## src/rtl/mem_pkg.sv

```systemverilog
// Shared encodings, FSM state type and op-decode helpers for the bytewise MEM stage.
package mem_pkg;

  localparam int OP_W = 4;

  localparam logic [OP_W-1:0] MEM_NOP = 4'd0;
  localparam logic [OP_W-1:0] EX_LB   = 4'd1;
  localparam logic [OP_W-1:0] EX_LBU  = 4'd2;
  localparam logic [OP_W-1:0] EX_LH   = 4'd3;
  localparam logic [OP_W-1:0] EX_LHU  = 4'd4;
  localparam logic [OP_W-1:0] EX_LW   = 4'd5;
  localparam logic [OP_W-1:0] EX_LWU  = 4'd6;
  localparam logic [OP_W-1:0] EX_LD   = 4'd7;
  localparam logic [OP_W-1:0] EX_SB   = 4'd8;
  localparam logic [OP_W-1:0] EX_SH   = 4'd9;
  localparam logic [OP_W-1:0] EX_SW   = 4'd10;
  localparam logic [OP_W-1:0] EX_SD   = 4'd11;

  typedef enum logic [1:0] {S_IDLE, S_STORE, S_LOAD, S_DONE} mem_state_e;

  // Access size in bytes; 0 marks an op that is illegal for this XLEN.
  function automatic logic [3:0] op_size(input logic [OP_W-1:0] op, input logic rv64);
    case (op)
      EX_LB, EX_LBU, EX_SB: op_size = 4'd1;
      EX_LH, EX_LHU, EX_SH: op_size = 4'd2;
      EX_LW, EX_SW:         op_size = 4'd4;
      EX_LWU:               op_size = rv64 ? 4'd4 : 4'd0;
      EX_LD, EX_SD:         op_size = rv64 ? 4'd8 : 4'd0;
      default:              op_size = 4'd0;
    endcase
  endfunction

  function automatic logic is_signed(input logic [OP_W-1:0] op);
    is_signed = (op == EX_LB) || (op == EX_LH) || (op == EX_LW) || (op == EX_LD);
  endfunction

  function automatic logic is_load(input logic [OP_W-1:0] op);
    is_load = (op >= EX_LB) && (op <= EX_LD);
  endfunction

  function automatic logic is_store(input logic [OP_W-1:0] op);
    is_store = (op >= EX_SB) && (op <= EX_SD);
  endfunction

endpackage

```

## src/rtl/mem_load_extend.sv

```systemverilog
// Sign/zero extension of assembled load bytes from 8*size bits to XLEN.
module mem_load_extend #(
  parameter int XLEN = 32
) (
  input  logic [XLEN-1:0] data,
  input  logic [3:0]      size,
  input  logic            sgn,
  output logic [XLEN-1:0] result
);

  logic msb;

  always_comb begin
    case (size)
      4'd1:    msb = data[7];
      4'd2:    msb = data[15];
      4'd4:    msb = data[31];
      default: msb = data[XLEN-1];
    endcase
    result = '0;
    for (int i = 0; i < XLEN; i++)
      result[i] = (i < 8 * int'(size)) ? data[i] : (sgn & msb);
  end

endmodule

```

## src/rtl/mem_stage_bytewise.sv

```systemverilog
// Pipelined MEM stage driving a byte-wide RAM; loads/stores are split into byte transfers.
// Optional macro MEM_ALIGN_CHECK_EN rejects accesses whose address is not a multiple of the size.
module mem_stage_bytewise
  import mem_pkg::*;
#(
  parameter int XLEN   = 32,
  parameter int ADDR_W = 32,
  parameter int RD_LAT = 1
) (
  input  logic              clk,
  input  logic              rst_n,
  input  logic [XLEN-1:0]   rd_data_i,
  input  logic [4:0]        rd_addr_i,
  input  logic              rd_enable_i,
  input  logic [OP_W-1:0]   aluop_i,
  input  logic [ADDR_W-1:0] mem_addr_i,
  output logic [XLEN-1:0]   rd_data_o,
  output logic [4:0]        rd_addr_o,
  output logic              rd_enable_o,
  output logic [ADDR_W-1:0] ram_a_o,
  output logic [7:0]        ram_dout_o,
  output logic              ram_wr_o,
  input  logic [7:0]        ram_din_i,
  output logic              mem_stall_o,
  output logic              misalign_o
);

  localparam int   NUM_LANES = XLEN / 8;
  localparam int   LANE_W    = $clog2(NUM_LANES);
  localparam logic RV64      = (XLEN == 64);

  typedef struct packed {
    logic [OP_W-1:0]   op;
    logic [ADDR_W-1:0] addr;
  } mem_req_t;

  mem_state_e                     state;
  mem_req_t                       req_q;
  logic [3:0]                     cnt;
  logic [NUM_LANES-1:0][7:0]      asm_q;
  logic [NUM_LANES-1:0][7:0]      st_lanes;
  logic [RD_LAT-1:0]              vld_pipe;
  logic [RD_LAT-1:0][2:0]         idx_pipe;

  logic [3:0]        in_size, cur_size, last;
  logic              in_ld, in_st, misal;
  logic              iss, cap;
  logic [2:0]        iss_idx, cap_idx;
  logic [XLEN-1:0]   ext_data, data_c;
  logic [ADDR_W-1:0] a_c;
  logic [7:0]        dout_c;
  logic              wr_c, stall_c, mis_c, en_c;

  assign in_size  = op_size(aluop_i, RV64);
  assign in_ld    = is_load(aluop_i) && (in_size != 4'd0);
  assign in_st    = is_store(aluop_i) && (in_size != 4'd0);
  assign cur_size = op_size(req_q.op, RV64);
  assign last     = cur_size - 4'd1;
  assign st_lanes = rd_data_i;
  assign cap      = vld_pipe[RD_LAT-1];
  assign cap_idx  = idx_pipe[RD_LAT-1];

`ifdef MEM_ALIGN_CHECK_EN
  // Sizes are powers of two up to 8, so the low three address bits decide alignment.
  assign misal = (in_ld || in_st) && ((mem_addr_i[2:0] & (in_size[2:0] - 3'd1)) != 3'd0);
`else
  assign misal = 1'b0;
`endif

  mem_load_extend #(.XLEN(XLEN)) u_ext (
    .data   (asm_q),
    .size   (cur_size),
    .sgn    (is_signed(req_q.op)),
    .result (ext_data)
  );

  // First byte is issued straight from the EX/MEM inputs so no cycle is lost in IDLE.
  always_comb begin
    a_c     = '0;
    dout_c  = '0;
    wr_c    = 1'b0;
    stall_c = 1'b0;
    mis_c   = 1'b0;
    data_c  = '0;
    en_c    = rd_enable_i;
    iss     = 1'b0;
    iss_idx = cnt[2:0];
    case (state)
      S_IDLE: begin
        if (misal) begin
          mis_c = 1'b1;
          en_c  = 1'b0;
        end else if (in_ld) begin
          a_c     = mem_addr_i;
          stall_c = 1'b1;
          iss     = 1'b1;
          iss_idx = 3'd0;
        end else if (in_st) begin
          a_c     = mem_addr_i;
          dout_c  = st_lanes[0];
          wr_c    = 1'b1;
          stall_c = 1'b1;
        end else if (aluop_i == MEM_NOP) begin
          data_c = rd_data_i;
        end
      end
      S_STORE: begin
        a_c     = req_q.addr + ADDR_W'(cnt);
        dout_c  = st_lanes[cnt[LANE_W-1:0]];
        wr_c    = 1'b1;
        stall_c = 1'b1;
      end
      S_LOAD: begin
        stall_c = 1'b1;
        if (cnt < cur_size) begin
          a_c = req_q.addr + ADDR_W'(cnt);
          iss = 1'b1;
        end
      end
      S_DONE: data_c = is_load(req_q.op) ? ext_data : rd_data_i;
      default: ;
    endcase
  end

  always_ff @(posedge clk or negedge rst_n) begin
    if (!rst_n) begin
      state    <= S_IDLE;
      cnt      <= '0;
      req_q    <= '0;
      asm_q    <= '0;
      vld_pipe <= '0;
      idx_pipe <= '0;
    end else begin
      // Issue-index shift register lines each returning byte up with its lane.
      vld_pipe[0] <= iss;
      idx_pipe[0] <= iss_idx;
      for (int i = 1; i < RD_LAT; i++) begin
        vld_pipe[i] <= vld_pipe[i-1];
        idx_pipe[i] <= idx_pipe[i-1];
      end
      if (cap) asm_q[cap_idx[LANE_W-1:0]] <= ram_din_i;

      case (state)
        S_IDLE: begin
          if (!misal && (in_ld || in_st)) begin
            req_q.op   <= aluop_i;
            req_q.addr <= mem_addr_i;
            cnt        <= 4'd1;
            if (in_ld)               state <= S_LOAD;
            else if (in_size == 4'd1) state <= S_DONE;
            else                     state <= S_STORE;
          end
        end
        S_STORE: begin
          cnt <= cnt + 4'd1;
          if (cnt == last) state <= S_DONE;
        end
        S_LOAD: begin
          if (iss) cnt <= cnt + 4'd1;
          if (cap && ({1'b0, cap_idx} == last)) state <= S_DONE;
        end
        S_DONE: begin
          cnt   <= '0;
          state <= S_IDLE;
        end
        default: state <= S_IDLE;
      endcase
    end
  end

  // Every output is forced low while reset is asserted, including mid-access.
  assign rd_data_o   = rst_n ? data_c : '0;
  assign rd_addr_o   = rst_n ? rd_addr_i : '0;
  assign rd_enable_o = rst_n & en_c;
  assign ram_a_o     = rst_n ? a_c : '0;
  assign ram_dout_o  = rst_n ? dout_c : '0;
  assign ram_wr_o    = rst_n & wr_c;
  assign mem_stall_o = rst_n & stall_c;
  assign misalign_o  = rst_n & mis_c;

endmodule

```

## config.mk

```make
export PLATFORM = sky130hd
export DESIGN_NAME = mem_stage_bytewise
export DESIGN_NICKNAME = d
export VERILOG_FILES = /design/src/rtl/mem_pkg.sv /design/src/rtl/mem_load_extend.sv /design/src/rtl/mem_stage_bytewise.sv
export SDC_FILE = /design/constraint.sdc
export NUM_CORES = 1
export LEC_CHECK = 0
export ABC_AREA = 1
export BUFFER_PORTS_ARGS = -buffer_cell sky130_fd_sc_hd__buf_2
export CORE_ASPECT_RATIO = 0.9
export CORE_MARGIN = 1.5
export CORE_UTILIZATION = 55
export DETAILED_ROUTE_END_ITERATION = 10
export HOLD_SLACK_MARGIN = 0.08
export PLACE_DENSITY_LB_ADDON = 0.2
export SLEW_MARGIN = 25
export SYNTH_ARGS = -nofsm -noshare
export SYNTH_HDL_FRONTEND = slang
export SYNTH_SLANG_ARGS = --single-unit
```

## constraint.sdc

```tcl
create_clock -name clk -period 2.45 [get_ports clk]
set_input_delay 0.1225 -clock clk [delete_from_list [all_inputs] [get_ports clk]]
set_output_delay 0.1225 -clock clk [all_outputs]
set_load 0.05 [all_outputs]
```

Word-level counts from Yosys, hierarchy flattened
Memory sizes are Yosys's and may differ from the RTL's.
Cells that the tools add are included.
Widths: inputs -> output; s select.
- $add $sub $neg: 3
- order comparisons: 42
- equal/unequal tests: 16
- muxes and demuxes: 73
- bitwise operators: 4
- reduce and logical (&&, ||, !) cells: 18
- operators by type and width (cell ; count):
    $mux 32 ; 9
    $lt 5x7->1 const A ; 16
    $pmux 32 s3 ; 1
    $pmux 32 s2 ; 1
    $lt 4x7->1 const A ; 8
    $mux 8 ; 5
    $mux 1 ; 37
    $add 32x4->32 ; 1
    $bwmux 32 ; 1
    $lt 3x7->1 const A ; 4
    $bmux 8 s2 ; 1
    $demux 8 s2 ; 1
    $pmux 4 s4 ; 1
    $pmux 8 s2 ; 1
    $lt 1x7->1 const A ; 2
    $lt 2x7->1 const A ; 2
    $eq 4x1->1 const B ; 3
    $mux 2 ; 5
    $eq 4x2->1 const B ; 2
    $eq 4x3->1 const B ; 2
    $ge 4x1->1 const B ; 2
    $le 4x3->1 const B ; 2
    $mux 4 ; 2
    $ne 2x2->1 const B ; 4
    other kinds (24) ; 43
- register bits after elaboration: 78
- memory bits (read-only): 96
- bits of input ports: 84
- output and inout port bits: 81
- memories kept: 2
- memory list (name ; depth ; bits a word ; read ports ; clocked after Yosys merged registers in ; wr ports ; line ; RTL):
    (no name shown) ; 16 ; 3 ; 1 ; 0 ; 0 ; mem_pkg.sv:23 ; case (op)
    (no name shown) ; 16 ; 3 ; 1 ; 0 ; 0 ; mem_pkg.sv:23 ;

Logic depth before layout (Yosys ltp)
- depth after elaboration: 9
- depth in mapped cells: 16

Hierarchy
From an unflattened synthesis, not the netlist that was laid out.
- cell total of the unflattened synthesis: 1035
- area total of the unflattened synthesis: 6620.1 sq um
- by module, submodules not included (module ; times used ; cells each ; area an instance (sq um) ; seq. area each (sq um)):
    mem_stage_bytewise ; 1 ; 947 ; 6228.5 ; 1951.9
    mem_load_extend ; 1 ; 88 ; 391.6 ; 0.0

Worst setup path after synthesis
OpenSTA, ideal clock, no wires.
- path kind: reg-to-output
- start point: register cnt[1]
- end point: output port ram_a_o[30]
- data arrival time: 2.813 ns
- path slack: -0.485 ns
- stages on the path, launching flop included: 13
- path buffers: 1
- cells stage by stage: dfrtp_1 inv_1 buf_2 fa_1 o21ai_1 nand2_1 nor2_4 nand3b_1 nor2_1 nand2_1 nand2_1 nand3_1 a21oi_1
- cells in the longest elaborated chain, start to end: 4
- elaborated cells between the ends (all ways): 5
- those cells by class: 1 x add/sub; 1 x order compare; 3 x mux
- ends and longest elaborated chain (item ; line ; RTL):
    start, declared ; mem_stage_bytewise.sv:39 ; logic [3:0] cnt;
    start signal, assigned ; mem_stage_bytewise.sv:155 ; cnt <= cnt + 4'd1;
    start signal, assigned ; mem_stage_bytewise.sv:159 ; if (iss) cnt <= cnt + 4'd1;
    $add 32x4->32 / $lt 4x4->1 (equally long branches) ; mem_stage_bytewise.sv:108, mem_stage_bytewise.sv:116, mem_stage_bytewise.sv:115 ;
    $mux 32 ; mem_stage_bytewise.sv:115 ; if (cnt < cur_size) begin
    $pmux 32 s3 * ; mem_stage_bytewise.sv:88 ; case (state)
    $mux 32 * ; mem_stage_bytewise.sv:175 ; assign ram_a_o = rst_n ? a_c : '0;
    end, declared ; mem_stage_bytewise.sv:20 ; output logic [ADDR_W-1:0] ram_a_o,
Every way passes the cells marked *; elsewhere a longest branch is shown, timed or not.

Worst setup path in the final report
- start point: register req_q[12] in the netlist's numbering
- end point: output port ram_a_o[31]
- cells in the longest elaborated chain, start to end: 4
- ends and longest elaborated chain (item ; line ; RTL):
    start, declared ; mem_stage_bytewise.sv:38 ; mem_req_t req_q;
    $add 32x4->32 * ; mem_stage_bytewise.sv:108, mem_stage_bytewise.sv:116 ;
    $mux 32 ; mem_stage_bytewise.sv:115 ;
    $pmux 32 s3 * ; mem_stage_bytewise.sv:88 ;
    $mux 32 * ; mem_stage_bytewise.sv:175 ;
Marks and branches as above.

==> flow_summary.toml <==
[synth]
netlist.area_leader.share = 0.288
synthDistinctLibCells = 39
synth_edf_count = 0
ys_seq_area_frac = 0.288
synth_largest_area_cell = "dfrtp_1"
synth_warnings = 0
synthFlopType = "dfrtp_1"
synth_nets = 1180
synth-seq-cells = 78
synthCells = 1073
synth_area_um2 = 6780
synthTopCellsByArea = "dfrtp_1 29%, nand2_1 21%, o21ai_0 6.5%"
synth.avg_cell_area_um2 = 6.32
synth-async-reset-ratio = 1.00

[place]
dpl.hpwl_mm = 17.2
place_congestion = 0.991
dp_cells = 1404
port-buffer-count = 163

[sta]
worstMarginPinSlew_ns = 0.916
setup_violations = 64
min_period_ns = 2.90
rsz0062_at_grt = "true"
hold_viol = 0
max_slew_margin = 0.390
max_freq_ghz = 0.345
drv_slew = 0
tns_ns = -16.20
layout_setup_ws_ns = -0.448
fin_skew_ns = 0.00975
finalCritPeriodShare = 1.18
fin_worst_hold_slack_ns = 0.0694

[critical_path]
cp_max_fo = 3
worstSetupEndpointType = "output pin"
slowest_stage = "dfrtp_1"
crit_required_ns = 2.33
path_cells = "nand2_1 > inv_1 > nand3_1 > nor3_1 > and2_4 > nand2_1 > xor2_1 > inv_1 > nand2_2 > a21oi_4 > buf_8"
critPathMaxStageDelay_ns = 0.48
worstPathArrival_ns = 2.78
r2r_slack_ns = 0.14
timing_worst_setup_path_type = "flop to output pin"
startpoint_type = "flop"

[pwr]
total_power_mw = 15.3
p_leak_nw = 4.78
power_frac_clock = 0.091
ir_worst_vdd_uv = 1110
p_int_mw = 6.68
p_sw_frac = 0.565
p_sw_mw = 8.67
powerDensity_nw_per_um2 = 1470
p_comb_frac = 0.739
p_seq_frac = 0.170

[floorplanning]
die_w_um = 120
dieArea_um2 = 13000
rows = 38
start_util = 0.564
ios = 165
core_um2 = 12000
die_h_um = 108

[finish]
seq_area_um2 = 1950
multiInputGateArea_um2 = 5380
fill_cells = 660
final_util = 0.867
drive_above_1_share = 0.409
area_growth_pct = 53.9
final_cells = 1465
diodes = 0
fin_nets = 1407

[global_routing]
grt_pass1_vias = 7961
grt_remaining_overflow = 0
grt_max_degree = 71
grt.total_usage = 0.412
grt_pass1_wl_mm = 41.7
grt_antenna_before_repair = 0

[routing]
wirelength_mm = 28.8
wire_per_inst_um = 19.6
avgViaCountPerCell = 6.04
drtPass1Iterations = 7
first_iter_violations = 1286
route.antenna.remaining_nets = 0
drc_errors = 0
vias = 8854

[cts]
cts_tree = "built"
cts.path.max_buffers = 2
root_buffer = "clkbuf_16"
htree_levels = 3
insertion_delay_ns = 0.36
clk_pin_slew_worst_paths_ns = 0.08
numCtsBuffers = 9
cts_sinks = 78

[run_status]
outcome = "finished, violations left"
violations = "negative setup slack"

[hold_path]
hp-class = "primary input to flop"

[flow_run]
cap_viol_max_count = 0
==> cells in the final DEF (no fill, tap or decap), drive strengths merged, types with 2 or more instances in the layout <==
cell | synthesis | final
a21oi | 108 | 108
a22oi | 2 | 2
buf | 18 | 235
clkbuf | 27 | 11
dfrtp | 78 | 78
dlygate4sd3 | 0 | 24
ha | 22 | 22
inv | 109 | 116
nand2 | 393 | 393
nand3 | 64 | 64
nand4 | 17 | 17
nor2 | 64 | 64
nor3 | 11 | 11
nor3b | 2 | 2
nor4 | 5 | 5
o21ai | 96 | 96
or2 | 37 | 37
or4 | 2 | 2
xnor2 | 2 | 2
xor2 | 9 | 9
==> sequential cells by signal (all words and copies together) (netlist names) <==
register  cells
asm_q        32
cap_idx       3
req_q        36
cap           1
cnt           4
state         2
==> routing by layer <==
layer,part of all wire,wire length (um),track usage
met1,0.39,11200,0.572
met2,0.46,13100,0.657
met3,0.12,3350,0.0812
met4,0.039,1110,0.115
met5,0,0,0
==> per-stage QoR <==
stage / instance area (um2) / setup WS [ns]
floorplan: 7130 / -0.0516
global placement: 8390 / 0.0231
detailed placement: 8390 / -0.0833
CTS: 10100 / -0.242
global route: 10400 / -0.486
finish: 10400 / -0.448
==> cells in the mapped netlist, types with 6 or more instances <==
| cell type | instances |
|---|---|
| nand2_1 | 381 |
| inv_1 | 103 |
| o21ai_0 | 88 |
| dfrtp_1 | 78 |
| a21oi_1 | 77 |
| nand3_1 | 60 |
| nor2_1 | 60 |
| or2_2 | 37 |
| a21oi_2 | 31 |
| clkbuf_1 | 27 |
| ha_1 | 22 |
| nand4_1 | 17 |
| nor3_1 | 11 |
| buf_2 | 9 |
| xor2_1 | 9 |
| inv_2 | 6 |
| nand2_2 | 6 |
| nand2_4 | 6 |
==> what timing repair did <==
item / 4_1_cts / 5_1_grt
gates resized for setup: 286 / 74
endpoints found under the hold margin: 31 / 0
pin swaps: 46 / 42
hold buffers: 24 / 0
gates cloned: 2 / 1
setup endpoints to repair: 64 / 66
buffers inserted: 14 / 6
==> worst paths after layout <==
| kind | from | to | cells after the start |
|---|---|---|---|
| worst max-delay path | req_q[12]$_DFFE_PN0P_ | ram_a_o[31] | 11 |
| worst min-delay path | mem_addr_i[0] | req_q[0]$_DFFE_PN0P_ | 3 |
| worst max register to register | req_q[32]$_DFFE_PN0P_ | cnt[0]$_DFFE_PN0P_ | 13 |
| worst min register to register | asm_q[24]$_DFFE_PN0P_ | asm_q[24]$_DFFE_PN0P_ | 2 |
| max in group asynchronous | rst_n | asm_q[19]$_DFFE_PN0P_ | 4 |
| min in group asynchronous | rst_n | req_q[27]$_DFFE_PN0P_ | 3 |
==> area by class of cell <==
type / instances / share of cell area
Clock buffer: 9 / 0.0216
Sequential cell: 78 / 0.187
Timing Repair Buffer: 261 / 0.208
Inverter: 110 / 0.0410
Tap cell: 160 / 0.0192
Clock inverter: 7 / 0.00660
Multi-Input combinational cell: 840 / 0.516
==> logic make-up after synthesis <==
kind of cell,Yosys count,synth area share
and+or+nand+nor,597,0.385
AOI/OAI and AO/OA,208,0.174
DFF,78,0.288
buffers and inverters,155,0.0947
xor gates and xnor gates,11,0.0142
other,1,0.000553
adders and majority gates,23,0.0436
==> worst max-delay path: cells and delay by family (launching register included) <==
family	cells	cell delay, ns
DFF	1	0.48
AOI/OAI and AO/OA	1	0.17
xor gates and xnor gates	1	0.19
buffers and inverters	3	0.34
and+or+nand+nor	6	1.23
==> power groups by stage <==
stage               Clock [mW]  Combinational, mW  Sequential (mW)
floorplan                    0               5.86             2.30
global placement             0               7.80             2.45
detailed placement           0               7.92             2.47
CTS                       1.36               10.0             2.50
global route              1.41               12.0             2.65
finish                    1.39               11.3             2.61
Note: power is estimated with default switching activity, not from simulation.
